`src/rtl/wb_register_file_if.sv`:
```
// MEM/WB-to-register-file bus: write-back inputs, ID/debug read ports, commit report.
interface wb_register_file_if #(
  parameter int CTRL_W = 25,
  parameter int DATA_W = 32
);
  logic [CTRL_W-1:0] control_signals;
  logic [DATA_W-1:0] wb_data;
  logic [4:0]        wb_dest;
  logic [4:0]        rs_addr;
  logic [4:0]        rt_addr;
  logic [4:0]        dbg_addr;
  logic [DATA_W-1:0] rs_data;
  logic [DATA_W-1:0] rt_data;
  logic [DATA_W-1:0] dbg_data;
  logic              wb_commit;
  logic [4:0]        wb_commit_dest;

  modport master (
    output control_signals, wb_data, wb_dest, rs_addr, rt_addr, dbg_addr,
    input  rs_data, rt_data, dbg_data, wb_commit, wb_commit_dest
  );

  modport slave (
    input  control_signals, wb_data, wb_dest, rs_addr, rt_addr, dbg_addr,
    output rs_data, rt_data, dbg_data, wb_commit, wb_commit_dest
  );
endinterface

```
`src/rtl/wb_register_file.sv`:
```
// Write-back register file: 32x32 array, two bypassed ID read ports, one raw debug port,
// and a registered commit report.
module wb_register_file #(
  parameter int CTRL_W    = 25,
  parameter int RF_WE_BIT = 0,
  parameter int NREGS     = 32,
  parameter int DATA_W    = 32
) (
  input logic              clk,
  input logic              reset,
  wb_register_file_if.slave bus
);

  logic [NREGS-1:0][DATA_W-1:0] regs;
  logic [CTRL_W-1:0]            ctrl;
  logic                         we;
  logic                         commit_q;
  logic [4:0]                   commit_dest_q;
  logic                         ctrl_unused;

  // Only the enable bit is consumed; the rest of the word is a lint sink.
  assign ctrl        = bus.control_signals;
  assign ctrl_unused = &{1'b0, ctrl};

  assign we = ctrl[RF_WE_BIT] & (bus.wb_dest != 5'd0) & ~reset;

  always_ff @(posedge clk) begin
    if (reset) begin
      regs          <= '0;
      commit_q      <= 1'b0;
      commit_dest_q <= 5'd0;
    end else begin
      commit_q <= we;
      if (we) begin
        regs[bus.wb_dest] <= bus.wb_data;
        commit_dest_q     <= bus.wb_dest;
      end
    end
  end

  // Write-through: a WB write in flight this cycle wins over the stale array entry.
  function automatic logic [DATA_W-1:0] rd_bypass(input logic [4:0] addr);
    if (addr == 5'd0)                   return '0;
    else if (we && addr == bus.wb_dest) return bus.wb_data;
    else                                return regs[addr];
  endfunction

  assign bus.rs_data        = rd_bypass(bus.rs_addr);
  assign bus.rt_data        = rd_bypass(bus.rt_addr);
  assign bus.dbg_data       = (bus.dbg_addr == 5'd0) ? '0 : regs[bus.dbg_addr];
  assign bus.wb_commit      = commit_q;
  assign bus.wb_commit_dest = commit_dest_q;

endmodule

```
`src/flat_wrapper.sv`:
```
// flat-port wrapper written by rule: the top's interface ports become plain ports
module wb_register_file_flat 
#(
  parameter int CTRL_W    = 25,
  parameter int RF_WE_BIT = 0,
  parameter int NREGS     = 32,
  parameter int DATA_W    = 32
)
  (clk, reset, bus_control_signals, bus_wb_data, bus_wb_dest, bus_rs_addr, bus_rt_addr, bus_dbg_addr, bus_rs_data, bus_rt_data, bus_dbg_data, bus_wb_commit, bus_wb_commit_dest);
  wb_register_file_if #(.CTRL_W(CTRL_W), .DATA_W(DATA_W)) bus_i ();
  input logic clk;
  input logic reset;
  input wire logic [$bits(bus_i.control_signals)-1:0] bus_control_signals;
  input wire logic [$bits(bus_i.wb_data)-1:0] bus_wb_data;
  input wire logic [$bits(bus_i.wb_dest)-1:0] bus_wb_dest;
  input wire logic [$bits(bus_i.rs_addr)-1:0] bus_rs_addr;
  input wire logic [$bits(bus_i.rt_addr)-1:0] bus_rt_addr;
  input wire logic [$bits(bus_i.dbg_addr)-1:0] bus_dbg_addr;
  output wire logic [$bits(bus_i.rs_data)-1:0] bus_rs_data;
  output wire logic [$bits(bus_i.rt_data)-1:0] bus_rt_data;
  output wire logic [$bits(bus_i.dbg_data)-1:0] bus_dbg_data;
  output wire logic [$bits(bus_i.wb_commit)-1:0] bus_wb_commit;
  output wire logic [$bits(bus_i.wb_commit_dest)-1:0] bus_wb_commit_dest;
  assign bus_i.control_signals = bus_control_signals;
  assign bus_i.wb_data = bus_wb_data;
  assign bus_i.wb_dest = bus_wb_dest;
  assign bus_i.rs_addr = bus_rs_addr;
  assign bus_i.rt_addr = bus_rt_addr;
  assign bus_i.dbg_addr = bus_dbg_addr;
  assign bus_rs_data = bus_i.rs_data;
  assign bus_rt_data = bus_i.rt_data;
  assign bus_dbg_data = bus_i.dbg_data;
  assign bus_wb_commit = bus_i.wb_commit;
  assign bus_wb_commit_dest = bus_i.wb_commit_dest;
  wb_register_file #(.CTRL_W(CTRL_W), .RF_WE_BIT(RF_WE_BIT), .NREGS(NREGS), .DATA_W(DATA_W)) u_core (.clk(clk), .reset(reset), .bus(bus_i));
endmodule
```
`config.mk`:
```
export PLATFORM = sky130hd
export DESIGN_NAME = wb_register_file_flat
export DESIGN_NICKNAME = d
export VERILOG_FILES = /design/src/rtl/wb_register_file_if.sv /design/src/rtl/wb_register_file.sv /design/src/flat_wrapper.sv
export SDC_FILE = /design/constraint.sdc
export NUM_CORES = 2
export LEC_CHECK = 0
export ABC_CLOCK_PERIOD_IN_PS = 2200
export CELL_PAD_IN_SITES_DETAIL_PLACEMENT = 1
export CELL_PAD_IN_SITES_GLOBAL_PLACEMENT = 2
export CORE_MARGIN = 1
export CORE_UTILIZATION = 30
export DETAILED_ROUTE_END_ITERATION = 7
export HOLD_SLACK_MARGIN = 0.12
export PLACE_DENSITY_LB_ADDON = 0.12
export SETUP_SLACK_MARGIN = 0.1
export SYNTH_ARGS = -nofsm -noshare
export SYNTH_HDL_FRONTEND = slang
export SYNTH_SLANG_ARGS = --single-unit
```
`constraint.sdc`:
```
create_clock -name clk -period 2.2 [get_ports clk]
set_input_delay 0.33 -clock clk [delete_from_list [all_inputs] [get_ports clk]]
set_output_delay 0.33 -clock clk [all_outputs]
set_load 0.02 [all_outputs]
```
==> run metrics <==
Yosys warning count 0; Netlist cell types 48; kind of critical path flip-flop to output port; FP Rows 164; Static Leak 0.0313 uW; failing checks negative setup slack; # IOs 181; sequential share of power between 30% and 40%; Post-Route WL 343000 um; Clock Latency Late Sink 0.81 ns; ys async rst share 0%; clock skew 0 ns; power per cell area 583 nW/um2; Die Area 204000 um2; TritonCTS Buffers around 140; Starting Density 30.3%; Final Hold Vio Count 0; max cap viols 0; Combinational Power Share 14.3%; Net Sw Frac around 28%; GP Congestion roughly 0.9; initial antenna violation count 11; # H-tree levels 4; Req. time, crit path 1.87 ns; Slew headroom 26.0%; total track usage between 30% and 40%; FF+latch area roughly 21000 um2; final worst slack -0.868 ns; PortBufs 156; CP startpoint u_core.regs[940]; CP bufs+invs 2; Synth Register Bits slightly above 1000; Seq/Total Area, Yosys 33.9%; Internal Pwr Total 35200 uW; outcome complete, but fails checks; mean routed wirelength per cell 34.4 um; CP most frequent cell nor3_4; 1st-iter DRT viols 5592; setup_tns -58.17 ns; NetSw 13900 uW; Hold Crit Class input port to flip-flop; Area Overhead vs Synth 38.5%; Crit path max-delay family simple AND/OR/NAND/NOR gates; crit path cell chain buf_4 -> mux4_2 -> o22ai_2 -> nor3_2 -> nor3_4 -> nor3_4 -> buf_6; Main synth FF type dfxtp_1; DIE WIDTH between 400 and 500 um; multi-input logic area between 40000 and 50000 um2; Syn Area/Cell 9.53 um2; First-pass DRT Iterations 5; slowest CP cell mux4_2; VDD IR-drop max 0.840 mV; vias per inst 5.86; CORE AREA 200000 um2; unrepaired setup endpoints after global routing true; Antenna Nets Post-Route 0; Worst setup EP type output port; Clk pwr share about 47%; final worst-path cycle share 139%; share of cells above drive strength 1 44.9%; global route overflow 0; CTS Buffer Depth 3; root buffer selected by CTS clkbuf_16; Fill cells 21800; Reg2Reg Launch Point u_core.regs[422]; dpl hpwl between 200000 and 250000 um; via count 58400; Nets 7285; largest net degree at the start of global routing 178; Max Freq 326 MHz; TritonCTS clock tree built; worst-margin pin slew between 1 and 1.5 ns; number of global-route vias before repair 59200; EDFF count, synth 0; hold slack 0.154 ns; Worst Min Path Start reset; die height 452 um; peak per-stage delay on the critical path 0.50 ns; Syn Nets 6457; cell count after synthesis 6378; first-pass GRT wire length between 400000 and 500000 um; count of final setup violators 96; Max Fanout on Critical Path 3; Worst setup SP type flip-flop; clock slew at the register clock pins of the worst setup and hold paths about 0.06 ns; Final min period 3.07 ns; Worst Path Arrival 2.74 ns; TritonCTS sink count 1030; drt drc 0; Mapped Area between 60000 and 70000 um2; Slew Limit Fails 0
## worst reg2reg max path: stages (launching register included)
cell     delay, ns
dfxtp_1       0.31
buf_4         0.14
buf_4         0.12
mux2i_1       0.12
nor2_1        0.06
## kinds of logic (layout without fill, tap and decap cells)
group	after synthesis	after routing	synth area share, %
buffers and inverters	752	1687	5.66
other	0	2	0
xor gates and xnor gates	10	10	0.144
and+or+nand+nor	2325	2325	15.4
muxes	1256	1256	35.6
DFF	1030	1030	33.9
AOI/OAI and AO/OA	1005	1005	9.29
## stage by stage
stage / total power [uW] / util [%] / setup slack [ns] / cells / instance area, um2
global placement: 25700 / 37.9 / -1.68 / 9661 / 76000
floorplan: 22400 / - / 0.0122 / 6378 / 62100
finish: 49100 / 42.0 / -0.868 / 9971 / 84200
detailed placement: 25700 / 37.9 / -1.65 / 9661 / 76000
global route: 50400 / 42.0 / -0.870 / 9970 / 84200
CTS: 49300 / 41.4 / -0.932 / 9964 / 83100
## per-layer routing
layer / track usage, % / up-vias / part of all wire [%]
met2: 53.7 / 2357 / 47
met5: 0 / - / 0.0035
met4: 16.5 / 2 / 5.6
met1: 42.8 / 30600 / 41
met3: 4.77 / 693 / 6.3
li1: - / 24700 / -
## cells in the final DEF, fill, tap and decap left out, types with 16 or more instances in the layout
cell type	count
nand2_1	1431
buf_4	892
dfxtp_1	737
a21oi_1	715
mux4_2	706
nor2_1	440
mux2i_1	358
dfxtp_2	290
buf_12	286
mux2_2	187
buf_6	151
clkbuf_16	144
nor3_2	103
nor3_4	92
o22ai_2	79
o22ai_1	59
o221ai_1	53
nand2_2	41
nor2_4	35
nor2b_1	34
clkbuf_1	34
clkdlybuf4s50_1	33
a221o_1	31
clkbuf_8	30
nor2_2	29
o21ai_4	27
clkinv_2	25
inv_2	22
nor3_1	19
nor4_2	18
nand2_4	16
## sequential cells by signal (all words and copies together), names as in the netlist
register                   count
u_core.regs                 1024
u_core.bus.wb_commit           1
u_core.bus.wb_commit_dest      5
## cell usage after synthesis, types with 2 or more instances
cell type  count  area share (%)
a211oi_1       7           0.086
a21oi_1      715             5.9
a221o_1       31            0.51
a31oi_1        2           0.021
and2_1         3           0.031
and3_1         3           0.031
and3b_1        3           0.043
buf_1         17            0.10
buf_2        150             1.2
buf_4         75            0.93
buf_6         15            0.28
clkbuf_1     432             2.7
clkbuf_2      29            0.24
dfxtp_1     1030              34
inv_1         34            0.21
mux2_2       188             3.5
mux2i_1      362             6.0
mux4_2       706              26
nand2_1     1489             9.2
nand2b_1       6           0.062
nand3_1        9           0.074
nand3b_1       6           0.074
nor2_1       502             3.1
nor2_2         2           0.021
nor2b_1       34            0.35
nor3_1       213             1.8
nor3b_1        4           0.049
nor4_1        33            0.34
o21ai_1       32            0.26
o221ai_1      62            0.89
o22ai_1      150             1.5
or2_2          5           0.051
or3_1          2           0.021
or3b_2         5           0.072
xnor2_1        6           0.086
xor2_1         4           0.058
## power groups by stage
stage                     registers (uW)  logic, uW  clock network, uW
after detailed placement           19200       6530                  0
after CTS                          18800       6860              23600
after global placement             19200       6510                  0
after floorplan                    19200       3240                  0
after global routing               18800       7240              24300
final                              18800       7040              23300
## path summary, 6_finish.rpt
check | to | slack (ns) | depth (start not counted)
setup reg to reg | u_core.regs[422] | 1.30 | 4
hold reg to reg | u_core.bus.wb_commit_dest[0] | 0.45 | 2
setup / recovery | bus_rt_data[12] | -0.87 | 7
hold / removal | u_core.bus.wb_commit | 0.15 | 4
## layout make-up
cell class	count	area share, %
clock inverter	40	0.474
clock buffer	207	4.89
tap	2656	3.95
sequential	1030	24.9
timing repair buffer	1406	17.8
antenna	2	0.00595
inverter	34	0.152
multi-input combinational	4596	47.8
## repair_timing
item,4_1_cts,5_1_grt
cloned,2,0
endpoints found under the hold margin,25,0
resized for setup,1013,302
endpoints found under the setup margin,101,115
buffers inserted,56,24
pin swaps,122,127
hold buffers,10,0
Power figures use the tool's default switching activity.
